## src/rtl/fifo_sync_param.sv

```systemverilog
// fifo_sync_param: parametrised single-clock FIFO; define FIFO_SYNC_FWFT_EN for first-word fall-through reads
module fifo_sync_param #(
  parameter int DATA_W = 8,
  parameter int ADDR_W = 3,
  parameter int AF_LVL = 6,
  parameter int AE_LVL = 2
) (
  input  logic              clk,
  input  logic              rst_n,
  input  logic              wr_en,
  input  logic              rd_en,
  input  logic [DATA_W-1:0] buf_in,
  input  logic              err_clr,
  output logic [DATA_W-1:0] buf_out,
  output logic              buf_empty,
  output logic              buf_full,
  output logic              almost_full,
  output logic              almost_empty,
  output logic [ADDR_W:0]   fifo_cnt,
  output logic              overflow,
  output logic              underflow
);
  localparam int DEPTH = 2**ADDR_W;
  logic [DATA_W-1:0] mem [DEPTH];
  logic [ADDR_W-1:0] wr_ptr_q, wr_ptr_d, rd_ptr_q, rd_ptr_d;
  logic [ADDR_W:0]   cnt_q, cnt_d;
  logic              ovf_q, ovf_d, udf_q, udf_d;
  logic              wr_acc, rd_acc;
  assign buf_empty    = cnt_q == '0;
  assign buf_full     = cnt_q == (ADDR_W+1)'(DEPTH);
  assign almost_full  = cnt_q >= (ADDR_W+1)'(AF_LVL);
  assign almost_empty = cnt_q <= (ADDR_W+1)'(AE_LVL);
  assign fifo_cnt     = cnt_q;
  assign overflow     = ovf_q;
  assign underflow    = udf_q;
  // a full FIFO still takes a push when the same edge frees a slot
  assign wr_acc = wr_en & (~buf_full | rd_en);
  assign rd_acc = rd_en & ~buf_empty;
  always_comb begin
    wr_ptr_d = wr_acc ? wr_ptr_q + ADDR_W'(1) : wr_ptr_q;
    rd_ptr_d = rd_acc ? rd_ptr_q + ADDR_W'(1) : rd_ptr_q;
    cnt_d    = (wr_acc & ~rd_acc) ? cnt_q + (ADDR_W+1)'(1) :
               (rd_acc & ~wr_acc) ? cnt_q - (ADDR_W+1)'(1) : cnt_q;
    ovf_d    = (ovf_q & ~err_clr) | (wr_en & buf_full & ~rd_en);
    udf_d    = (udf_q & ~err_clr) | (rd_en & buf_empty);
  end
  always_ff @(posedge clk or negedge rst_n) begin
    if (!rst_n) begin
      wr_ptr_q <= '0;
      rd_ptr_q <= '0;
      cnt_q    <= '0;
      ovf_q    <= 1'b0;
      udf_q    <= 1'b0;
    end else begin
      wr_ptr_q <= wr_ptr_d;
      rd_ptr_q <= rd_ptr_d;
      cnt_q    <= cnt_d;
      ovf_q    <= ovf_d;
      udf_q    <= udf_d;
    end
  end
  always_ff @(posedge clk) begin
    if (wr_acc) mem[wr_ptr_q] <= buf_in;
  end
`ifdef FIFO_SYNC_FWFT_EN
  assign buf_out = mem[rd_ptr_q];
`else
  logic [DATA_W-1:0] dout_q, dout_d;
  always_comb dout_d = rd_acc ? mem[rd_ptr_q] : dout_q;
  always_ff @(posedge clk or negedge rst_n) begin
    if (!rst_n) dout_q <= '0;
    else        dout_q <= dout_d;
  end
  assign buf_out = dout_q;
`endif
endmodule

```

## config.mk

```make
export PLATFORM = sky130hd
export DESIGN_NAME = fifo_sync_param
export DESIGN_NICKNAME = d
export VERILOG_FILES = /design/src/rtl/fifo_sync_param.sv
export SDC_FILE = /design/constraint.sdc
export NUM_CORES = 1
export LEC_CHECK = 0
export CORE_MARGIN = 2
export CORE_UTILIZATION = 64
export CTS_BUF_LIST = sky130_fd_sc_hd__clkbuf_8
export CTS_CLUSTER_DIAMETER = 80
export DETAILED_ROUTE_END_ITERATION = 8
export MAX_ROUTING_LAYER = met4
export PLACE_DENSITY = 0.93
export SYNTH_ARGS = -nofsm -noshare
export SYNTH_HDL_FRONTEND = slang
export SYNTH_SLANG_ARGS = --single-unit
```

## constraint.sdc

```tcl
create_clock -name clk -period 5.6 [get_ports clk]
set_input_delay 0.56 -clock clk [delete_from_list [all_inputs] [get_ports clk]]
set_output_delay 0.56 -clock clk [all_outputs]
set_load 0.01 [all_outputs]
```

======== Word level (Yosys, flattened, before mapping) ========
Memory sizes are Yosys's and may differ from the RTL's. A register that Yosys moved wholly into a read port is not among the register bits.
Cells that the tools add are included.
cells by class
  div/mod/pow operators ................... 0
  eq/ne operators ......................... 1
  $add $sub $neg .......................... 4
  muxes and demuxes ....................... 4
  multiply operators ...................... 0
  reduce and logical (&&, ||, !) cells .... 3
  magnitude comparators ................... 2
  shift operators ......................... 0
  bitwise logic cells ..................... 18
operators by type and width
  operator               count
  $and A1 B1 Y1          9
  $mux W4                2
  $add A3 B1 Y3 const B  2
  $not A1 Y1             6
  $add A4 B1 Y4 const B  1
  $eq A4 B4 Y1 const B   1
  $ge A4 B3 Y1 const B   1
  $le A4 B2 Y1 const B   1
  $logic_not A4 Y1       1
  $sub A4 B1 Y4 const B  1
  $or A1 B1 Y1           3
  $mux W1                2
  $reduce_bool A2 Y1     1
  $logic_not A1 Y1       1
storage, ports and cells
  bits of input ports ..................... 13
  register bits ........................... 12
  output and inout port bits .............. 18
  bits in latches ......................... 0
  memories kept ........................... 1
  word-level logic and storage cells ...... 38
  bits in read-only memories .............. 0
  memory bits (writable) .................. 64
memory list
  name  depth  width  read ports  clocked after memory_dff  wr ports  RTL line  source
  mem   8      8      1           1                         1         24        logic [DATA_W-1:0] mem [DEPTH];

======== Longest topological paths before layout ========
  depth in word-level cells ............... 8
  mapped depth ............................ 10

======== Worst setup path before layout ========
OpenSTA, ideal clock, no wires.
  path kind ............................... register to register
  from .................................... reg cnt_q[0], in the netlist fifo_cnt[0]
  to ...................................... reg cnt_q[3], in the netlist fifo_cnt[3]
  setup slack ............................. 2.775 ns
  buffers on the path ..................... 1
  cell stages (with the launch flop) ...... 10
  arrival ................................. 2.689 ns
  data required time ...................... 5.464 ns
  cell sequence ........................... dfrtp_1 -> nor4_1 -> nand2b_1 -> buf_2 -> ha_1 -> inv_1 -> ha_1 -> a21o_1 -> a2111oi_0 -> o31ai_1
between the ends
  elaborated cells between the ends (all ways) .. 16
  those cells by class .................... add/sub (2); eq/ne (1); mux (2); bitwise (9); reduce/logical (2)
RTL lines
  element                                        RTL line  source
  start, declared                                26        logic [ADDR_W:0] cnt_q, cnt_d;
  start signal, assigned                         57        cnt_q <= cnt_d;
  $logic_not A4 Y1 *                             29        assign buf_empty = cnt_q == '0;
  named net buf_empty                            15        output logic buf_empty,
  $not A1 Y1 *                                   38        assign rd_acc = rd_en & ~buf_empty;
  $and A1 B1 Y1 *                                38
  $not A1 Y1                                     42        cnt_d = (wr_acc & ~rd_acc) ? cnt_q + (ADDR_W+1)'(1) :
  $and A1 B1 Y1                                  42
  $mux W4 or $reduce_bool A2 Y1 (tied branches)  -
Mark *: on every way through the listed nets, which the timed path passes. The rest lies on a longest branch. The select of a mux whose other input is x is not followed.
A chain may end at the register's enable or synchronous reset.

======== Final worst setup path ========
  from .................................... reg cnt_q[0], in the netlist fifo_cnt[0]
  to ...................................... reg cnt_q[3], in the netlist fifo_cnt[3]
between the ends
  cells in the longest elaborated chain, start to end .. 7
  elaborated cells between the ends (all ways) .. 16
  those cells by class .................... add/sub (2); eq/ne (1); mux (2); bitwise (9); reduce/logical (2)
ends and longest elaborated chain
  element                       RTL line  source
  $eq A4 B4 Y1                  30        assign buf_full = cnt_q == (ADDR_W+1)'(DEPTH);
  $not A1 Y1                    37        assign wr_acc = wr_en & (~buf_full | rd_en);
  $or A1 B1 Y1                  37
  $and A1 B1 Y1                 37
  $not A1 Y1                    43        (rd_acc & ~wr_acc) ? cnt_q - (ADDR_W+1)'(1) : cnt_q;
  $and A1 B1 Y1                 43
  $reduce_bool A2 Y1 (no line)  -
Parallel ways exist; a longest one is shown, timed or not. The select of a mux whose other input is x is not followed.

==> summary.md <==
| Metric | Value |
|---|---|
| Status | completed |
| H-tree depth | 3 |
| First-pass GRT wire length | 10400 µm |
| VDD IR-drop max | 0.295 mV |
| Setup TNS | 0 ns |
| Clk Latency, worst-skew pair | 0.36 ns |
| Routability Congestion | 0.764 |
| Post-CTS Hold Buffers | 0 |
| Synthesized flop and latch total | 84 |
| Area grow syn2layout | 16.7% |
| CP Launch Type | register |
| Total power | 2.11 mW |
| Routed wire per std cell | 19.7 µm |
| Gate Count Post-Synth | 221 |
| Commonest non-fill, non-tap cell in the layout | edfxtp_1 |
| Proportion of layout cells with a drive suffix above 1 | 17.1% |
| Initial antenna violation count | 0 |
| Final Skew | 0.0138 ns |
| Die area | 0.00600 mm² |
| Die height | 77.5 µm |
| Max_slew headroom | 35.6% |
| Synth top area share | 55.6% |
| Final setup violation count | 0 |
| Post-route ant nets | 0 |
| Placed wire-length estimate | 4210 µm |
| WHS | 0.492 ns |
| Crit end category | register |
| # IOs | 31 |
| Row cnt | 26 |
| Max Fclk | 0.300 GHz |
| Sequential share of power | 43.3% |
| Layout Utilization | 77.9% |
| Iteration-0 DRC Markers | 199 |
| Data arrival, critical path | 3.56 ns |
| Yosys warning count | 0 |
| Netlist area before placement | 0.00346 mm² |
| Final Hold Violating Endpoints | 0 |
| Inserted Clock Buffers | 9 |
| Internal | 1.40 mW |
| CTS Root Cell | clkbuf_8 |
| Grt ovf | 0 |
| Synth cell types | 34 |
| Final #Nets | 277 |
| Vias in the first global route | 1963 |
| Sw Share | 33.8% |
| Fin crit share | 59.6% |
| TritonCTS clock tree | yes |
| Drt total wl | 6560 µm |
| Worst setup path class | register to register |
| N_diodes | 0 |
| Unrepaired setup endpoints after global routing | no |
| Via density | 6.06 |
| Most frequent cells in the layout | edfxtp_1 (64), clkdlybuf4s50_1 (30), dfrtp_1 (20), nand2_1 (18), mux2_2 (18) |
| Syn Area/Cell | 15.6 µm² |
| Pwr dens | 523 mW/mm² |
| Pin count of the biggest net entering global routing | 35 |
| Port bufs | 30 |
| Syn_nets | 240 |
| Total number of vias | 2017 |
| CORE AREA | 0.00517 mm² |
| Area contributors post-synth | edfxtp_1 (56%), dfrtp_1 (14%), mux2_2 (5.9%), mux2i_1 (4.9%), a221o_1 (2.3%) |
| Synth Flop Type | edfxtp_1 |
| Worst-path fanout max | 20 |
| Least-Margin Pin Slew | 0.961 ns |
| Post-synthesis async set-or-reset flop share | 23.8% |
| Pins Over Slew Limit | 0 |
| Leakage power | 1.47 nW |
| Clock tree buffer depth | 2 |
| Clock slew at reported path FFs | 0.08 ns |
| Combinational share of power | 35.9% |
| Initial Util | 66.8% |
| Yosys top cell by area | edfxtp_1 |
| Total Routing Usage GR | 25.0% |
| Sequential-to-total area share from yosys stat | 70.1% |
| Post-cts sizing count | 0 |
| Max cap viols | 0 |
| Postcts setup bufs | 0 |
| Die extent in x | 77.5 µm |
| Router iterations before antenna repair | 4 |
| NetSw | 0.714 mW |
| HP Class | register to register |
| Clock power frac | 20.8% |
| EDFF count, synth | 64 |
| Period minus WS final | 3.34 ns |
| CP required | 5.83 ns |
| CTS sink cnt | 84 |
| DRC | 0 |
## stage by stage
stage | instances | cell area (µm²) | setup slack [ns]
final | 333 | 4030 | 2.26
after global routing | 333 | 4030 | 1.93
after CTS | 333 | 4030 | 2.28
after detailed placement | 317 | 3830 | 2.28
after global placement | 317 | 3830 | 2.49
after floorplan | 221 | 3460 | 2.77
## cell type report
type                       count  area [µm²]
clock buffer                   9         124
clock inverter                 7        80.1
fill                         287        1140
inverter                       7        26.3
multi-input combinational    121         953
sequential                    84        2420
tap                           70        87.6
timing repair buffer          35         338
## power by group through the flow
stage	registers [mW]	clock network, mW	logic, mW
finish	0.912	0.438	0.758
global route	0.928	0.468	0.823
CTS	0.909	0.443	0.761
detailed placement	0.922	0	0.752
global placement	0.910	0	0.718
floorplan	0.924	0	0.474
## synthesized netlist by cell type (2+ instances only)
| cell type | number |
|---|---|
| dfrtp_1 | 20 |
| nor4_1 | 2 |
| mux2i_1 | 17 |
| ha_1 | 5 |
| nand2b_1 | 4 |
| nor3_1 | 7 |
| xnor2_1 | 5 |
| inv_1 | 6 |
| buf_4 | 2 |
| buf_1 | 2 |
| buf_6 | 2 |
| a221o_1 | 8 |
| buf_2 | 2 |
| mux2_2 | 18 |
| o21ai_0 | 11 |
| o22ai_1 | 8 |
| edfxtp_1 | 64 |
| nand2_1 | 18 |
| nor2_1 | 5 |
## cell families (layout without fill, tap and decap cells)
kind of cell               count (synthesis)  in the layout  synth area share [%]
xor gates and xnor gates                   6              6                  1.52
muxes                                     35             35                  10.8
adders and majority gates                  6              6                  2.39
AOI/OAI and AO/OA                         35             35                  7.39
and+or+nand+nor                           39             39                  5.36
DFF                                       84             84                  70.1
buffers and inverters                     16             58                  2.46
## worst paths after layout
kind                                                 to  slack [ns]                    start  cells after the start
worst max-delay path            fifo_cnt[3]$_DFFE_PN0P_        2.26  fifo_cnt[0]$_DFFE_PN0P_                      8
worst min-delay path             buf_out[2]$_DFFE_PN0P_        0.49   buf_out[2]$_DFFE_PN0P_                      2
worst max register to register  fifo_cnt[3]$_DFFE_PN0P_        2.26  fifo_cnt[0]$_DFFE_PN0P_                      8
worst min register to register   buf_out[2]$_DFFE_PN0P_        0.49   buf_out[2]$_DFFE_PN0P_                      2
max in group asynchronous        buf_out[5]$_DFFE_PN0P_        4.37                    rst_n                      1
min in group asynchronous       fifo_cnt[0]$_DFFE_PN0P_        0.69                    rst_n                      1
## sequential cells by signal, summed over array words and instances, names as in the netlist
signal / count
rd_ptr_q: 3
mem: 64
wr_ptr_q: 3
buf_out: 8
overflow: 1
underflow: 1
fifo_cnt: 4
## routing by layer
layer / GRT usage [%] / wire (µm) / share of wire [%]
met1: 29.2 / 2590 / 40
met2: 40.9 / 3470 / 53
met3: 7.91 / 390 / 5.9
met4: 9.64 / 97 / 1.5
met5: - / 0 / 0
## worst max-delay path, stage by stage, from the launching register on
cell and delay (ns):
dfrtp_1 0.50, nor4_1 0.51, nand2b_1 0.57, ha_1 0.33
inv_1 0.12, ha_1 0.30, a21o_1 0.22, a2111oi_0 0.50
o31ai_1 0.15
(Power assumes the default switching activity.)
